--- config.mk ---
export PLATFORM = sky130hd
export DESIGN_NAME = multicycle_ctrl_flat
export DESIGN_NICKNAME = d
export VERILOG_FILES = /design/src/rtl/multicycle_ctrl_pkg.sv /design/src/rtl/multicycle_ctrl_if.sv /design/src/rtl/multicycle_ctrl_alu_decode.sv /design/src/rtl/multicycle_ctrl.sv /design/src/flat_wrapper.sv
export SDC_FILE = /design/constraint.sdc
export NUM_CORES = 1
export LEC_CHECK = 0
export ABC_AREA = 1
export BUFFER_PORTS_ARGS = -buffer_cell sky130_fd_sc_hd__buf_2
export CAP_MARGIN = 15
export CORE_UTILIZATION = 45
export CTS_BUF_LIST = sky130_fd_sc_hd__clkbuf_4 sky130_fd_sc_hd__clkbuf_8
export DETAILED_ROUTE_END_ITERATION = 10
export PLACE_DENSITY = 0.72
export SLEW_MARGIN = 15
export SYNTH_ARGS = -nofsm -noshare
export SYNTH_HDL_FRONTEND = slang
export SYNTH_SLANG_ARGS = --single-unit
--- constraint.sdc ---
create_clock -name clk -period 1.5 [get_ports clk]
set_input_delay 0 -clock clk [delete_from_list [all_inputs] [get_ports clk]]
set_output_delay 0 -clock clk [all_outputs]
set_load 0.02 [all_outputs]
--- src/rtl/multicycle_ctrl_pkg.sv ---
// rtl/multicycle_ctrl_pkg.sv - shared state, ALU opcode and RV32I opcode encodings
package multicycle_ctrl_pkg;

  typedef enum logic [2:0] {
    S_IF  = 3'd0,
    S_ID  = 3'd1,
    S_EX  = 3'd2,
    S_MEM = 3'd3,
    S_WB  = 3'd4
  } state_e;

  localparam logic [3:0] ALU_AND = 4'b0000;
  localparam logic [3:0] ALU_OR  = 4'b0001;
  localparam logic [3:0] ALU_ADD = 4'b0010;
  localparam logic [3:0] ALU_SUB = 4'b0110;
  localparam logic [3:0] ALU_SLT = 4'b0111;
  localparam logic [3:0] ALU_SRL = 4'b1000;
  localparam logic [3:0] ALU_SLL = 4'b1001;
  localparam logic [3:0] ALU_SRA = 4'b1010;
  localparam logic [3:0] ALU_XOR = 4'b1101;

  localparam logic [6:0] OP_R   = 7'b0110011;
  localparam logic [6:0] OP_I   = 7'b0010011;
  localparam logic [6:0] OP_LW  = 7'b0000011;
  localparam logic [6:0] OP_SW  = 7'b0100011;
  localparam logic [6:0] OP_BEQ = 7'b1100011;

  localparam logic [6:0] F7_BASE = 7'b0000000;
  localparam logic [6:0] F7_ALT  = 7'b0100000;

endpackage

--- src/rtl/multicycle_ctrl_if.sv ---
// rtl/multicycle_ctrl_if.sv - datapath-facing signal bundle of the control FSM
interface multicycle_ctrl_if;
  logic [31:0] instr;
  logic        zero;
  logic        mem_ready;
  logic        ir_load;
  logic        alu_src;
  logic [3:0]  alu_ctrl;
  logic        mem_read;
  logic        mem_write;
  logic        mem_to_reg;
  logic        reg_write;
  logic        load_pc;
  logic        pc_src;
  logic        illegal_instr;
  logic        mem_err;
  logic [2:0]  state_o;

  modport ctrl (
    input  instr, zero, mem_ready,
    output ir_load, alu_src, alu_ctrl, mem_read, mem_write, mem_to_reg,
           reg_write, load_pc, pc_src, illegal_instr, mem_err, state_o
  );

  modport dp (
    output instr, zero, mem_ready,
    input  ir_load, alu_src, alu_ctrl, mem_read, mem_write, mem_to_reg,
           reg_write, load_pc, pc_src, illegal_instr, mem_err, state_o
  );
endinterface

--- src/rtl/multicycle_ctrl_alu_decode.sv ---
// rtl/multicycle_ctrl_alu_decode.sv - combinational opcode/funct to ALU op and legality
module alu_decode
  import multicycle_ctrl_pkg::*;
(
  input  logic [6:0] opcode_i,
  input  logic [2:0] funct3_i,
  input  logic [6:0] funct7_i,
  output logic [3:0] alu_ctrl_o,
  output logic       legal_o
);

  logic [3:0] arith;
  logic       arith_ok;
  logic       f7_base;
  logic       f7_alt;

  assign f7_base = (funct7_i == F7_BASE);
  assign f7_alt  = (funct7_i == F7_ALT);

  // funct7[5] is instr[30], which selects SUB (R only) and SRA (R and I)
  always_comb begin
    arith    = ALU_ADD;
    arith_ok = 1'b1;
    case (funct3_i)
      3'b000:  arith = (opcode_i == OP_R && funct7_i[5]) ? ALU_SUB : ALU_ADD;
      3'b111:  arith = ALU_AND;
      3'b110:  arith = ALU_OR;
      3'b100:  arith = ALU_XOR;
      3'b010:  arith = ALU_SLT;
      3'b001:  arith = ALU_SLL;
      3'b101:  arith = funct7_i[5] ? ALU_SRA : ALU_SRL;
      default: arith_ok = 1'b0;
    endcase
  end

  always_comb begin
    alu_ctrl_o = ALU_ADD;
    legal_o    = 1'b0;
    case (opcode_i)
      OP_R: begin
        alu_ctrl_o = arith;
        legal_o    = arith_ok &&
                     (f7_base || (f7_alt && (funct3_i == 3'b000 || funct3_i == 3'b101)));
      end
      OP_I: begin
        alu_ctrl_o = arith;
        if (funct3_i == 3'b001)      legal_o = arith_ok && f7_base;
        else if (funct3_i == 3'b101) legal_o = arith_ok && (f7_base || f7_alt);
        else                         legal_o = arith_ok;
      end
      OP_LW, OP_SW: legal_o = (funct3_i == 3'b010);
      OP_BEQ: begin
        alu_ctrl_o = ALU_SUB;
        legal_o    = (funct3_i == 3'b000);
      end
      default: legal_o = 1'b0;
    endcase
  end

endmodule

--- src/rtl/multicycle_ctrl.sv ---
// rtl/multicycle_ctrl.sv - IF/ID/EX/MEM/WB sequencer for the multicycle RV32I datapath
module multicycle_ctrl
  import multicycle_ctrl_pkg::*;
#(
  parameter int MEM_TIMEOUT = 16
) (
  input  logic              clk,
  input  logic              rst,
  multicycle_ctrl_if.ctrl   bus
);

  localparam int CW = (MEM_TIMEOUT > 1) ? $clog2(MEM_TIMEOUT) : 1;
  localparam logic [CW-1:0] TMO_LAST = CW'((MEM_TIMEOUT > 0) ? MEM_TIMEOUT - 1 : 0);

  state_e          state_q, state_d;
  logic [16:0]     ir_q, ir_d;       // {funct7, funct3, opcode}
  logic [CW-1:0]   tmo_q, tmo_d;
  logic            run_q;            // low until the first edge after reset release

  logic [6:0]      opcode;
  logic [3:0]      dec_alu;
  logic            dec_legal;
  logic            is_lw, is_sw, is_beq, is_r;

  logic            ir_load, alu_src, mem_read, mem_write, mem_to_reg;
  logic            reg_write, load_pc, pc_src, illegal_instr, mem_err;
  logic [3:0]      alu_ctrl;

  assign opcode = ir_q[6:0];
  assign is_lw  = (opcode == OP_LW);
  assign is_sw  = (opcode == OP_SW);
  assign is_beq = (opcode == OP_BEQ);
  assign is_r   = (opcode == OP_R);

  alu_decode u_alu_decode (
    .opcode_i   (ir_q[6:0]),
    .funct3_i   (ir_q[9:7]),
    .funct7_i   (ir_q[16:10]),
    .alu_ctrl_o (dec_alu),
    .legal_o    (dec_legal)
  );

  always_ff @(posedge clk or negedge rst) begin
    if (!rst) begin
      state_q <= S_IF;
      ir_q    <= '0;
      tmo_q   <= '0;
      run_q   <= 1'b0;
    end else begin
      state_q <= state_d;
      ir_q    <= ir_d;
      tmo_q   <= tmo_d;
      run_q   <= 1'b1;
    end
  end

  always_comb begin
    state_d       = state_q;
    ir_d          = ir_q;
    tmo_d         = '0;
    ir_load       = 1'b0;
    alu_src       = 1'b0;
    alu_ctrl      = 4'b0000;
    mem_read      = 1'b0;
    mem_write     = 1'b0;
    mem_to_reg    = 1'b0;
    reg_write     = 1'b0;
    load_pc       = 1'b0;
    pc_src        = 1'b0;
    illegal_instr = 1'b0;
    mem_err       = 1'b0;
    if (!run_q) begin
      state_d = S_IF;
    end else begin
      case (state_q)
        S_IF: begin
          ir_load = 1'b1;
          ir_d    = {bus.instr[31:25], bus.instr[14:12], bus.instr[6:0]};
          state_d = S_ID;
        end
        S_ID: begin
          if (dec_legal) begin
            state_d = S_EX;
          end else begin
            illegal_instr = 1'b1;
            load_pc       = 1'b1;
            state_d       = S_IF;
          end
        end
        S_EX: begin
          alu_ctrl = dec_alu;
          alu_src  = !(is_r || is_beq);
          if (is_beq) begin
            load_pc = 1'b1;
            pc_src  = bus.zero;
            state_d = S_IF;
          end else if (is_lw || is_sw) begin
            state_d = S_MEM;
          end else begin
            state_d = S_WB;
          end
        end
        S_MEM: begin
          mem_read  = is_lw;
          mem_write = is_sw;
          // ready takes priority over a timeout landing in the same cycle
          if (bus.mem_ready) begin
            if (is_lw) begin
              state_d = S_WB;
            end else begin
              load_pc = 1'b1;
              state_d = S_IF;
            end
          end else if (MEM_TIMEOUT != 0 && tmo_q == TMO_LAST) begin
            mem_err = 1'b1;
            load_pc = 1'b1;
            state_d = S_IF;
          end else if (MEM_TIMEOUT != 0) begin
            tmo_d = tmo_q + 1'b1;
          end
        end
        S_WB: begin
          reg_write  = 1'b1;
          mem_to_reg = is_lw;
          load_pc    = 1'b1;
          state_d    = S_IF;
        end
        default: state_d = S_IF;
      endcase
    end
  end

  assign bus.ir_load       = ir_load;
  assign bus.alu_src       = alu_src;
  assign bus.alu_ctrl      = alu_ctrl;
  assign bus.mem_read      = mem_read;
  assign bus.mem_write     = mem_write;
  assign bus.mem_to_reg    = mem_to_reg;
  assign bus.reg_write     = reg_write;
  assign bus.load_pc       = load_pc;
  assign bus.pc_src        = pc_src;
  assign bus.illegal_instr = illegal_instr;
  assign bus.mem_err       = mem_err;
  assign bus.state_o       = state_q;

endmodule

--- src/flat_wrapper.sv ---
// flat-port wrapper written by rule: the top's interface ports become plain ports
module multicycle_ctrl_flat import multicycle_ctrl_pkg::*;
#(
  parameter int MEM_TIMEOUT = 16
)
  (clk, rst, bus_instr, bus_zero, bus_mem_ready, bus_ir_load, bus_alu_src, bus_alu_ctrl, bus_mem_read, bus_mem_write, bus_mem_to_reg, bus_reg_write, bus_load_pc, bus_pc_src, bus_illegal_instr, bus_mem_err, bus_state_o);
  multicycle_ctrl_if bus_i ();
  input  logic clk;
  input  logic rst;
  input wire logic [$bits(bus_i.instr)-1:0] bus_instr;
  input wire logic [$bits(bus_i.zero)-1:0] bus_zero;
  input wire logic [$bits(bus_i.mem_ready)-1:0] bus_mem_ready;
  output wire logic [$bits(bus_i.ir_load)-1:0] bus_ir_load;
  output wire logic [$bits(bus_i.alu_src)-1:0] bus_alu_src;
  output wire logic [$bits(bus_i.alu_ctrl)-1:0] bus_alu_ctrl;
  output wire logic [$bits(bus_i.mem_read)-1:0] bus_mem_read;
  output wire logic [$bits(bus_i.mem_write)-1:0] bus_mem_write;
  output wire logic [$bits(bus_i.mem_to_reg)-1:0] bus_mem_to_reg;
  output wire logic [$bits(bus_i.reg_write)-1:0] bus_reg_write;
  output wire logic [$bits(bus_i.load_pc)-1:0] bus_load_pc;
  output wire logic [$bits(bus_i.pc_src)-1:0] bus_pc_src;
  output wire logic [$bits(bus_i.illegal_instr)-1:0] bus_illegal_instr;
  output wire logic [$bits(bus_i.mem_err)-1:0] bus_mem_err;
  output wire logic [$bits(bus_i.state_o)-1:0] bus_state_o;
  assign bus_i.instr = bus_instr;
  assign bus_i.zero = bus_zero;
  assign bus_i.mem_ready = bus_mem_ready;
  assign bus_ir_load = bus_i.ir_load;
  assign bus_alu_src = bus_i.alu_src;
  assign bus_alu_ctrl = bus_i.alu_ctrl;
  assign bus_mem_read = bus_i.mem_read;
  assign bus_mem_write = bus_i.mem_write;
  assign bus_mem_to_reg = bus_i.mem_to_reg;
  assign bus_reg_write = bus_i.reg_write;
  assign bus_load_pc = bus_i.load_pc;
  assign bus_pc_src = bus_i.pc_src;
  assign bus_illegal_instr = bus_i.illegal_instr;
  assign bus_mem_err = bus_i.mem_err;
  assign bus_state_o = bus_i.state_o;
  multicycle_ctrl #(.MEM_TIMEOUT(MEM_TIMEOUT)) u_core (.clk(clk), .rst(rst), .bus(bus_i));
endmodule
* After elaboration in Yosys (flattened, before gate mapping)
Cells that the tools add are included.
** Storage, ports and cells
- Logic and storage cells :: 90
- Bits of input ports :: 36
- Bits in registers :: 25
- Output and inout bits :: 17
** Cells by class
- Reduce and logical (&&, ||, !) cells :: 18
- Add/subtract/negate cells :: 1
- Mux-type cells :: 49
- Equality and inequality tests :: 18
** Operators by type and width (number)
- $mux 1 :: 29
- $pmux 4 s7 :: 1
- $mux 4 :: 6
- $eq 7x6->1 const B :: 3
- $mux 3 :: 7
- $eq 3x3->1 const B :: 5
- $pmux 3 s4 :: 1
- $eq 3x2->1 const B :: 3
- $pmux 1 s4 :: 2
- $pmux 4 s2 :: 1
- $eq 7x2->1 const B :: 1
- $eq 7x5->1 const B :: 1
- $eq 7x7->1 const B :: 1
- $logic_not 7->1 :: 1
- $reduce_or 7->1 :: 1
- $eq 3x1->1 const B :: 2
- $logic_not 3->1 :: 2
- $logic_and 1x1->1 :: 5
- $logic_or 1x1->1 :: 5
- $add 4x1->4 const B :: 1
- $eq 4x4->1 const B :: 1
- $mux 2 :: 2
- $ne 4x4->1 const B :: 1
- $reduce_or 2->1 :: 2
- other kinds (2) :: 2

* Longest topological paths before layout
Gate-level depths: netlist of the first run.
- Depth after elaboration :: 10
- Depth in mapped cells :: 11
- Depth with buffers taken out :: 11

* By module
A second synthesis of the first run with hierarchy kept.
** Second synthesis, totals
- Cells, all modules :: 216
- Area, all modules :: 1486.4 sq um
** By module, submodules not included
- multicycle_ctrl :: cells each 160, area each 1213.7 sq um, times used 1
- alu_decode :: cells each 56, area each 272.8 sq um, times used 1

* Worst setup path before layout of the first run
OpenSTA, ideal clock, no wires.
- Kind :: register -> output
- Start point :: reg u_core.state_q[0] (netlist: u_core.bus.state_o[0])
- End point :: out bus_alu_ctrl[2]
- Slack :: 97 ps
- Cell stages (with the launch flop) :: 6
- Data arrival time :: 1403 ps
- Cell sequence :: dfrtp_1 -> inv_1 -> nand3_1 -> inv_1 -> nand4_1 -> o21ai_0
** Between the ends
- Word-level cells in the longest chain between the ends :: 3
** RTL lines
- from (decl) :: line multicycle_ctrl.sv:15 : state_e state_q, state_d;
- from (signal assigned) :: line multicycle_ctrl.sv:50 : state_q <= state_d;
- $eq 3x2->1 :: line multicycle_ctrl.sv:75 : case (state_q)
- $mux 4 :: line multicycle_ctrl.sv:75
- $mux 4 :: line multicycle_ctrl.sv:72 : if (!run_q) begin
- to (decl) :: line flat_wrapper.sv:15 : output wire logic [$bits(bus_i.alu_ctrl)-1:0] bus_alu_ctrl;
No other way between the ends.

* Worst setup path after layout of the first run
- Start point :: reg u_core.ir_q[8]
- End point :: out bus_load_pc
** Between the ends
- Word-level cells in the longest chain between the ends :: 10
- Elaborated cells on any way between the ends :: 21
- Those cells by class :: eq/ne (6); mux (7); reduce/logical (8)
** RTL lines
- from (decl) :: line multicycle_ctrl.sv:16 : logic [16:0] ir_q, ir_d;
- from (signal assigned) :: line multicycle_ctrl.sv:51 : ir_q <= ir_d;
- $eq 3x3->1 (tied with other cells) :: line multicycle_ctrl_alu_decode.sv:24, multicycle_ctrl_alu_decode.sv:43, multicycle_ctrl_alu_decode.sv:48
- $reduce_or 7->1 (no line)
- $mux 1 :: line multicycle_ctrl_alu_decode.sv:24 : case (funct3_i)
- $logic_and 1x1->1 :: line multicycle_ctrl_alu_decode.sv:48 : else if (funct3_i == 3'b101) legal_o = arith_ok && (f7_base || f7_alt);
- $mux 1 :: line multicycle_ctrl_alu_decode.sv:48
- $mux 1 :: line multicycle_ctrl_alu_decode.sv:47 : if (funct3_i == 3'b001) legal_o = arith_ok && f7_base;
- $pmux 1 s4 * :: line multicycle_ctrl_alu_decode.sv:39 : case (opcode_i)
- $mux 1 * :: line multicycle_ctrl.sv:82 : if (dec_legal) begin
- $pmux 1 s4 * :: line multicycle_ctrl.sv:75
- $mux 1 * :: line multicycle_ctrl.sv:72
- to (decl) :: line flat_wrapper.sv:20 : output wire logic [$bits(bus_i.load_pc)-1:0] bus_load_pc;
Mark *: on every way between the ends. The rest lies on a longest branch, timed or not.

==> impl_metrics.csv, run 1 <==
group,metric,value,unit
critical_path,critPathBufInv,2,
synth,synth.avg_cell_area,7.32,um^2
sta,finalSetupViolations,7,
pwr,power_density,744,nW/um^2
critical_path,cpMaxStageDelayCell,"dfrtp_1",
sta,worstMarginPinSlew,0.558,ns
floorplanning,core_area,2850,um^2
routing,detail-route-antenna-nets,0,
floorplanning,start_util,0.495,
pwr,ir_drop,0.000508,V
floorplanning,die_width,58.0,um
clock_tree,cts_tree,"done",
sta,fin_crit,1.68,ns
final_layout,drive_gt1_frac,0.395,
place,post-dp-hpwl,2.18,mm
sta,final.setup.worst_slack,-0.177,ns
floorplanning,die_h,58.0,um
sta,finalCritPeriodShare,1.12,
synth,ys_ff_latch,25,
critical_path,end_kind,"primary output",
final_layout,n_antenna_cell,0,
routing,drtIter0Drc,60,
sta,slew_headroom,0.628,
run,maxCapViolCount,0,
critical_path,path_depth,8,
routing,dr_total_vias,1530,
routing,drt-pass1-iter-count,9,
synth,netlist_area,1410,um^2
synth,syn-num-nets,230,
pwr,p_leak,1.05,nW
clock_tree,clock_latency,0.32,ns
clock_tree,h-tree-depth,1,
critical_path,cpLargestDelayFamily,"flip-flops",
clock_tree,clockBufferDepth,2,
synth,netlist_instances,193,
outcome,violations,"design-rule violations, negative setup slack",
grt,groute.usage.overall,0.231,
critical_path,cp-start-kind,"register",
grt,grt_overflow,0,
synth,synthDistinctLibCells,26,
sta,rsz0062_at_grt,"true",
grt,grt_max_degree,26,
final_layout,post-route-util,0.735,
grt,grt_pass1_wl,5.92,mm
routing,vias_per_cell,5.20,
critical_path,crit_type,"reg2out",
clock_tree,cts_buffers,3,
critical_path,critPathMaxStageDelay,0.42,ns
routing,drt-total-wl,3.48,mm
sta,hold_viol,0,
clock_tree,clkTransAtPathRegs,0.14,ns
sta,final.setup.tns,-0.626,ns
place,gp_congestion,0.805,
place,port_buffers,37,
grt,grt_pass1_vias,1411,
clock_tree,clock_sinks,25,
routing,route.detailed.drc,3,
critical_path,cp.arrival,1.68,ns
final_layout,nets,301,
critical_path,timing.critical_path.cells,"buf_4 -> nand3_2 -> nand3_1 -> nor2_2 -> a21oi_2 -> nand3_2 -> a21oi_2 -> buf_4",
synth,yosysSeqAreaShare,0.443,
critical_path,cp.required,1.50,ns
floorplanning,die_area,3370,um^2
worst_hold_path,hp-class,"in2async",
sta,maxSlewViolCount,0,
synth,yosysWarnings,0,
routing,wl_per_cell,11.8,um
outcome,status,"finished with violations",
sta,finClkSkew,0.00999,ns
final_layout,multi_input_area,816,um^2
final_layout,syn2layout_area_growth,48.4,%
final_layout,seqCellArea,629,um^2
clock_tree,cts-root-buf,"clkbuf_4",
sta,clock.fmax,596,MHz
critical_path,critPathMaxFanout,3,
final_layout,fillers,234,
critical_path,rr_worst_depth,11,
floorplanning,pin_count,53,
floorplanning,row_count,19,
grt,grt_antenna_before_repair,0,
-- path summary, 6_finish.rpt --
| check | end | slack (ns) | from |
|---|---|---|---|
| worst max register to register | u_core.bus.state_o[1] | 0.15 | u_core.ir_q[13] |
| worst min register to register | u_core.ir_q[10] | 0.51 | u_core.ir_q[10] |
| worst min-delay path | u_core.ir_q[4] | 0.19 | rst |
| max in group asynchronous | u_core.ir_q[7] | 0.91 | rst |
| min in group clk | bus_pc_src | 0.31 | bus_zero |
| worst max-delay path | bus_load_pc | -0.18 | u_core.ir_q[8] |
-- report_power, final --
group	total (mW)	internal (mW)	switching [mW]
combinational	0.422	0.175	0.247
clock	0.324	0.122	0.203
sequential	0.814	0.741	0.0726
-- cells in the mapped netlist --
cell | n | area share
a211oi_1 | 1 | 0.0053
a21oi_1 | 5 | 0.018
a21oi_2 | 2 | 0.012
a31oi_1 | 1 | 0.0044
buf_2 | 1 | 0.0035
buf_4 | 1 | 0.0053
conb_1 | 1 | 0.0027
dfrtp_1 | 25 | 0.44
ha_1 | 1 | 0.0089
inv_1 | 19 | 0.050
inv_2 | 3 | 0.0080
nand2_1 | 55 | 0.15
nand2_2 | 5 | 0.022
nand3_1 | 13 | 0.046
nand4_1 | 6 | 0.027
nor2_1 | 26 | 0.069
nor2_2 | 4 | 0.018
nor2_4 | 1 | 0.0080
nor2_8 | 1 | 0.014
nor3_1 | 5 | 0.018
nor3_2 | 1 | 0.0071
o211ai_1 | 1 | 0.0053
o21ai_0 | 12 | 0.043
o21ai_1 | 1 | 0.0035
xnor2_1 | 1 | 0.0062
xor2_1 | 1 | 0.0062
-- area by class of cell --
type | count | area share
multi-input cells | 145 | 0.389
flip-flops and latches | 25 | 0.300
repair buffers | 67 | 0.237
inverters | 22 | 0.0406
well taps | 31 | 0.0185
clock buffers | 4 | 0.0143
-- what timing repair did --
action	4_1_cts	5_1_grt
gates resized for setup	29	22
hold buffers	19	0
endpoints found under the hold margin	45	0
endpoints found under the setup margin	10	15
setup buffers	6	3
pin swaps	6	10
gates cloned	1	0
-- per-stage QoR --
step / std cells / hold slack [ns] / worst slack, ns / total power, mW / area (um^2)
after global routing: 294 / 0.216 / -0.274 / 1.67 / 2100
after global placement: 261 / 0.0124 / 0.161 / 1.11 / 1650
final: 294 / 0.190 / -0.177 / 1.56 / 2100
after floorplan: 193 / -0.296 / 0.0968 / 1.01 / 1410
after CTS: 291 / 0.193 / -0.145 / 1.53 / 2010
after detailed placement: 261 / 0.0155 / 0.152 / 1.11 / 1650
-- per-layer routing --
metal  GRT usage  routed length (um)
met5           0                   0
met1       0.321                1570
met3      0.0246                 143
met2       0.369                1700
met4      0.0952                  64
-- state kept, by name, indices dropped and copies added (netlist names) --
register            flops
u_core.ir_q            17
u_core.bus.state_o      3
u_core.tmo_q            4
u_core.run_q            1
-- placed cells by master (no fill, tap or decap), types with 10 or more instances in the layout --
master / Yosys / final
nand2_1: 55 / 52
buf_2: 1 / 28
dfrtp_1: 25 / 22
dlygate4sd3_1: 0 / 19
buf_4: 1 / 18
nor2_1: 26 / 17
o21ai_0: 12 / 12
inv_1: 19 / 11
nor2_2: 4 / 11
inv_2: 3 / 10
-- logic make-up after synthesis --
| group | after synthesis | share of synthesized area |
|---|---|---|
| AO/OA/AOI/OAI | 23 | 0.0912 |
| XOR/XNOR | 2 | 0.0124 |
| adder cells (fa/ha/maj) | 1 | 0.00886 |
| buffers and inverters | 24 | 0.0673 |
| flip-flops | 25 | 0.443 |
| other | 1 | 0.00265 |
| AND/OR/NAND/NOR | 117 | 0.375 |
-- worst register-to-register path: stages (launching register included) --
cell and delay [ns]:
dfrtp_1 0.44, nor2_4 0.15, nand2_1 0.08, nor2_2 0.12
nand2_1 0.08, nand2_2 0.06, a21oi_2 0.06, nand2_1 0.06
nand2_1 0.05, nand2_1 0.08, nand2_1 0.05, nand2_1 0.05
No activity file was read; power rests on OpenSTA's default activity.
==> run 2: changes to the inputs <==
--- a/config.mk
+++ b/config.mk
@@ -11,7 +11,9 @@
 export CORE_UTILIZATION = 45
 export CTS_BUF_LIST = sky130_fd_sc_hd__clkbuf_4 sky130_fd_sc_hd__clkbuf_8
 export DETAILED_ROUTE_END_ITERATION = 10
-export PLACE_DENSITY = 0.72
+export PLACE_DENSITY = 0.81
+export REMOVE_ABC_BUFFERS = 1
+export SKIP_CTS_REPAIR_TIMING = 1
 export SLEW_MARGIN = 15
 export SYNTH_ARGS = -nofsm -noshare
 export SYNTH_HDL_FRONTEND = slang
==> run 2 against run 1 <==
Net effect:
- the flow still finishes with violations (design-rule violations, negative setup slack)
- sequential power down 0.6%
- worst setup slack worse by 0.067 ns
- wire length up 3.5%
- combinational power up 3%
- non-clock buffer count up 9
- core utilization up 1.2 points
- count of clock-buffer cells in the layout down 1
- first-iteration DRC count down 22%
- die area unchanged
==> impl_metrics.csv, run 2 (synthesized netlist as in run 1, its figures left out) <==
group,metric,value,unit
outcome,status,"finished with violations",
outcome,violations,"design-rule violations, negative setup slack",
critical_path,regToRegStartpoint,"u_core.ir_q[13]",
routing,dr_total_vias,1521,
routing,detail-route-antenna-nets,0,
final_layout,multi_input_area,793,um^2
final_layout,seqCellArea,631,um^2
routing,drt-total-wl,3.60,mm
final_layout,regMostFlops,"u_core.ir_q",
clock_tree,clockBufferDepth,2,
place,port_buffers,37,
critical_path,crit_type,"reg2out",
grt,grt_max_degree,26,
routing,wl_per_cell,11.9,um
final_layout,drive_gt1_frac,0.397,
routing,drt-pass1-iter-count,7,
critical_path,cp.arrival,1.74,ns
grt,grt_pass1_vias,1192,
final_layout,largest_reg_flops,17,
grt,grt_antenna_before_repair,0,
sta,finalCritPeriodShare,1.16,
pwr,power_frac_clock,0.198,
final_layout,final_common_cell,"nand2_1",
final_layout,final_area,2130,um^2
place,gp_congestion,0.903,
clock_tree,h-tree-depth,1,
routing,drtIter0Drc,47,
critical_path,cp-start-kind,"register",
final_layout,n_antenna_cell,0,
grt,groute.usage.overall,0.186,
floorplanning,core_area,2850,um^2
final_layout,fillers,216,
worst_hold_path,hp-class,"in2async",
sta,maxSlewViolCount,0,
critical_path,cpMaxStageDelayCell,"dfrtp_2",
sta,finClkSkew,0.00149,ns
place,post-dp-hpwl,2.13,mm
critical_path,critPathMaxStageDelay,0.48,ns
final_layout,syn2layout_area_growth,50.8,%
sta,rsz0062_at_grt,"true",
pwr,internal-power,1.03,mW
clock_tree,cts-root-buf,"clkbuf_4",
pwr,power_density,727,nW/um^2
clock_tree,clock_latency,0.33,ns
run,maxCapViolCount,0,
final_layout,final_cell_mix,"53 x nand2_1, 28 x buf_2, 28 x buf_4",
clock_tree,clkTransAtPathRegs,0.13,ns
floorplanning,die_area,3370,um^2
critical_path,timing.critical_path.cells,"nor2_4 -> nand2_2 -> nand2_1 -> nand2_1 -> nand2_2 -> a21oi_2 -> nand3_2 -> a21oi_2 -> buf_4",
sta,final.setup.worst_slack,-0.243,ns
pwr,ir_drop,0.000483,V
sta,fin_crit,1.74,ns
sta,worstMarginPinSlew,0.551,ns
final_layout,post-route-util,0.747,
place,place_area,1650,um^2
sta,hold_viol,0,
critical_path,critPathMaxFanout,6,
floorplanning,die_h,58.0,um
routing,vias_per_cell,5.02,
critical_path,end_kind,"primary output",
grt,grt_pass1_wl,4.88,mm
pwr,seq_power_share,0.522,
sta,clock.fmax,574,MHz
floorplanning,row_count,19,
critical_path,critPathLaunch,"u_core.ir_q[7]",
floorplanning,pin_count,53,
critical_path,cp.required,1.50,ns
pwr,p_sw_frac,0.334,
clock_tree,cts_buffers,3,
sta,finalSetupViolations,7,
pwr,p_comb_frac,0.280,
clock_tree,cts_tree,"done",
pwr,p_leak,1.07,nW
routing,route.detailed.drc,3,
floorplanning,die_width,58.0,um
grt,grt_overflow,0,
final_layout,nets,310,
clock_tree,clock_sinks,25,
pwr,switching_power,0.518,mW
floorplanning,start_util,0.495,
sta,slew_headroom,0.632,
[run 2: cell count changes in the layout (fill, tap and decap cells not counted), moves of 2 or more]
| cell | change |
|---|---|
| buf_4 | +10 |
| nor2_2 | -3 |
| o21ai_1 | +2 |
| nor2_1 | +3 |
| nand2_4 | -2 |
[run 2: worst paths after layout]
kind                                               to  slack (ns)  cells past startpoint
worst min-delay path                  u_core.tmo_q[2]        0.17                      2
min in group clk                           bus_pc_src        0.31                      4
worst max-delay path                      bus_load_pc       -0.24                      9
worst max register to register  u_core.bus.state_o[1]        0.11                     11
max in group asynchronous              u_core.ir_q[7]        0.94                      2
worst min register to register        u_core.ir_q[12]        0.50                      2
[run 2: power by group through the flow]
stage               logic (mW)  clock network [mW]  registers (mW)
finish                   0.433               0.307           0.809
global placement         0.297                   0           0.803
detailed placement       0.303                   0           0.805
CTS                      0.304               0.322           0.792
floorplan                0.204                   0           0.797
global route             0.484               0.340           0.820
[run 2: final cells by class]
type                    instances  share of cell area
clock buffers                   3              0.0106
inverters                      22              0.0399
repair buffers                 76               0.261
well taps                      31              0.0182
flip-flops and latches         25               0.296
multi-input cells             145               0.372
clock inverters                 1             0.00235
[run 2: worst max-delay path: cells and delay by family (launching register included)]
family	cells	cell delay [ns]
buffers and inverters	1	0.15
AOI/OAI and AO/OA	2	0.30
and+or+nand+nor	6	0.47
DFF	1	0.48
[run 2: metal layers]
metal / part of all wire / vias up / global-route usage
met1: 0.44 / 700 / 0.241
met5: 0 / - / 0
met4: 0.013 / 0 / 0.0476
met3: 0.032 / 5 / 0.0402
li1: - / 782 / -
met2: 0.52 / 34 / 0.319
[run 2: per-stage QoR]
| stage | power (mW) | instances | setup TNS [ns] | setup slack (ns) | hold WS, ns |
|---|---|---|---|---|---|
| 2_1_floorplan | 1.00 | 191 | -0.651 | -0.0814 | -0.296 |
| 3_3_place_gp | 1.10 | 262 | 0 | 0.160 | 0.0141 |
| 3_5_place_dp | 1.11 | 262 | 0 | 0.149 | 0.0204 |
| 4_1_cts | 1.42 | 266 | -1.16 | -0.240 | -0.354 |
| 5_1_grt | 1.64 | 303 | -2.10 | -0.388 | 0.206 |
| 6_report | 1.55 | 303 | -0.977 | -0.243 | 0.172 |
==> run 3: changes to the inputs <==
==> constraint.sdc (replaced) <==
create_clock -name clk -period 1.8 [get_ports clk]
set_input_delay 0 -clock clk [delete_from_list [all_inputs] [get_ports clk]]
set_output_delay 0 -clock clk [all_outputs]
set_load 0.02 [all_outputs]
==> run 3 against run 2 <==
Net effect:
- largest cell class unchanged
- count of clock-buffer cells in the layout did not move
- the run ends with design-rule violations left
- global-route usage decreased by 0.83 points
- final cell count fell by 4.6%
- non-clock buffer count decreased by 13
==> impl_metrics.csv, run 3 (synthesized netlist as in run 1, its figures left out) <==
group,metric,value,unit
pwr,ir_drop,0.000582,V
critical_path,timing.critical_path.cells,"ha_2 -> nand3_1 -> nor2_1 -> nand4_1 -> o211ai_1 -> a21oi_1 -> a21oi_2 -> buf_4",
final_layout,final_common_cell,"nand2_1",
place,post-dp-hpwl,2.18,mm
critical_path,cp.arrival,1.66,ns
final_layout,final_cell_mix,"55 x nand2_1, 34 x buf_2, 26 x nor2_1",
sta,worstMarginPinSlew,0.545,ns
pwr,power_density,625,nW/um^2
final_layout,drive_gt1_frac,0.275,
routing,drtIter0Drc,43,
sta,hold_viol,0,
sta,slew_headroom,0.637,
critical_path,critPathMaxFanout,3,
final_layout,n_antenna_cell,0,
clock_tree,clock_sinks,25,
clock_tree,h-tree-depth,1,
floorplanning,core_area,2850,um^2
sta,finalCritPeriodShare,0.923,
critical_path,end_kind,"primary output",
critical_path,cp-start-kind,"register",
place,port_buffers,37,
floorplanning,start_util,0.495,
grt,grt_antenna_before_repair,0,
outcome,violations,"design-rule violations",
grt,grt_pass1_wl,4.64,mm
outcome,status,"finished with violations",
final_layout,nets,296,
grt,grt_max_degree,26,
place,gp_congestion,0.890,
worst_hold_path,hp-class,"in2async",
sta,final.setup.tns,0,ns
sta,finClkSkew,0.00707,ns
grt,grt_pass1_vias,1183,
critical_path,cpMaxStageDelayCell,"dfrtp_1",
clock_tree,cts_tree,"done",
critical_path,crit_type,"reg2out",
final_layout,largest_reg_flops,17,
final_layout,post-route-util,0.673,
grt,groute.usage.overall,0.178,
clock_tree,clockBufferDepth,2,
final_layout,syn2layout_area_growth,36.0,%
sta,finalSetupViolations,0,
clock_tree,cts_buffers,3,
sta,hold-worst-slack,0.203,ns
clock_tree,cts-root-buf,"clkbuf_4",
routing,route.detailed.drc,3,
routing,detail-route-antenna-nets,0,
routing,wl_per_cell,10.6,um
final_layout,final_cells,289,
floorplanning,die_h,58.0,um
clock_tree,clock_latency,0.31,ns
floorplanning,pin_count,53,
critical_path,cp.required,1.80,ns
clock_tree,clkTransAtPathRegs,0.13,ns
sta,maxSlewViolCount,0,
floorplanning,die_area,3370,um^2
sta,fin_crit,1.66,ns
critical_path,critPathMaxStageDelay,0.40,ns
critical_path,r2r_slack,0.43,ns
final_layout,regMostFlops,"u_core.ir_q",
routing,dr_total_vias,1414,
run,maxCapViolCount,0,
routing,vias_per_cell,4.89,
routing,drt-pass1-iter-count,7,
sta,rsz0062_at_grt,"true",
pwr,p_leak,1.01,nW
routing,drt-total-wl,3.05,mm
floorplanning,row_count,19,
sta,clock.fmax,602,MHz
floorplanning,die_width,58.0,um
place,place_inst,260,
grt,grt_overflow,0,
-- run 3: cell types whose count changed in the layout (fill, tap and decap cells not counted), moves of 2 or more --
cell / before / now
buf_4: 28 / 10
inv_1: 10 / 18
inv_2: 11 / 4
buf_2: 28 / 34
nor2_1: 20 / 26
nand3_1: 7 / 11
nor2_2: 8 / 4
dfrtp_1: 21 / 24
dfrtp_2: 4 / 1
nand3_2: 5 / 2
nor2_4: 4 / 1
nand2_1: 53 / 55
-- run 3: layout make-up --
type / count / area, um^2
clock buffers: 3 / 22.5
clock inverters: 1 / 5.00
fillers: 234 / 932
inverters: 22 / 82.6
multi-input cells: 144 / 709
flip-flops and latches: 25 / 627
well taps: 31 / 38.8
repair buffers: 63 / 435
-- run 3: routing by layer --
layer	part of all wire	vias up	GRT usage
met1	0.48	634	0.215
met4	0.0036	0	0.0374
met5	0	-	0
met3	0.039	2	0.0402
met2	0.48	31	0.323
li1	-	747	-
-- run 3: final timing paths --
check	depth (start not counted)	start	endpoint
max reg2reg	11	u_core.ir_q[7]	u_core.bus.state_o[1]
max in group asynchronous	2	rst	u_core.ir_q[7]
max	8	u_core.tmo_q[0]	bus_load_pc
min	2	rst	u_core.ir_q[0]
min reg2reg	1	u_core.tmo_q[0]	u_core.tmo_q[0]
min in group clk	4	bus_zero	bus_pc_src
-- run 3: power by group --
group	total [mW]	switching (mW)	internal (mW)
Clock	0.241	0.158	0.0829
Sequential	0.663	0.0462	0.617
Combinational	0.296	0.174	0.122
Total	1.20	0.378	0.822
-- run 3: per-stage QoR --
stage / instance area [um^2] / power [mW] / setup slack [ns]
4_1_cts: 1660 / 1.16 / 0.00379
5_1_grt: 1920 / 1.28 / -0.0424
3_3_place_gp: 1630 / 0.910 / 0.390
2_1_floorplan: 1400 / 0.835 / 0.219
6_report: 1920 / 1.20 / 0.138
3_5_place_dp: 1630 / 0.916 / 0.379
-- run 3: critical path: cells and delay by family (launching register included) --
family / cells / cell delay, ns
adders and majority gates: 1 / 0.20
AOI/OAI and AO/OA: 3 / 0.30
DFF: 1 / 0.40
and+or+nand+nor: 3 / 0.32
buffers and inverters: 1 / 0.14
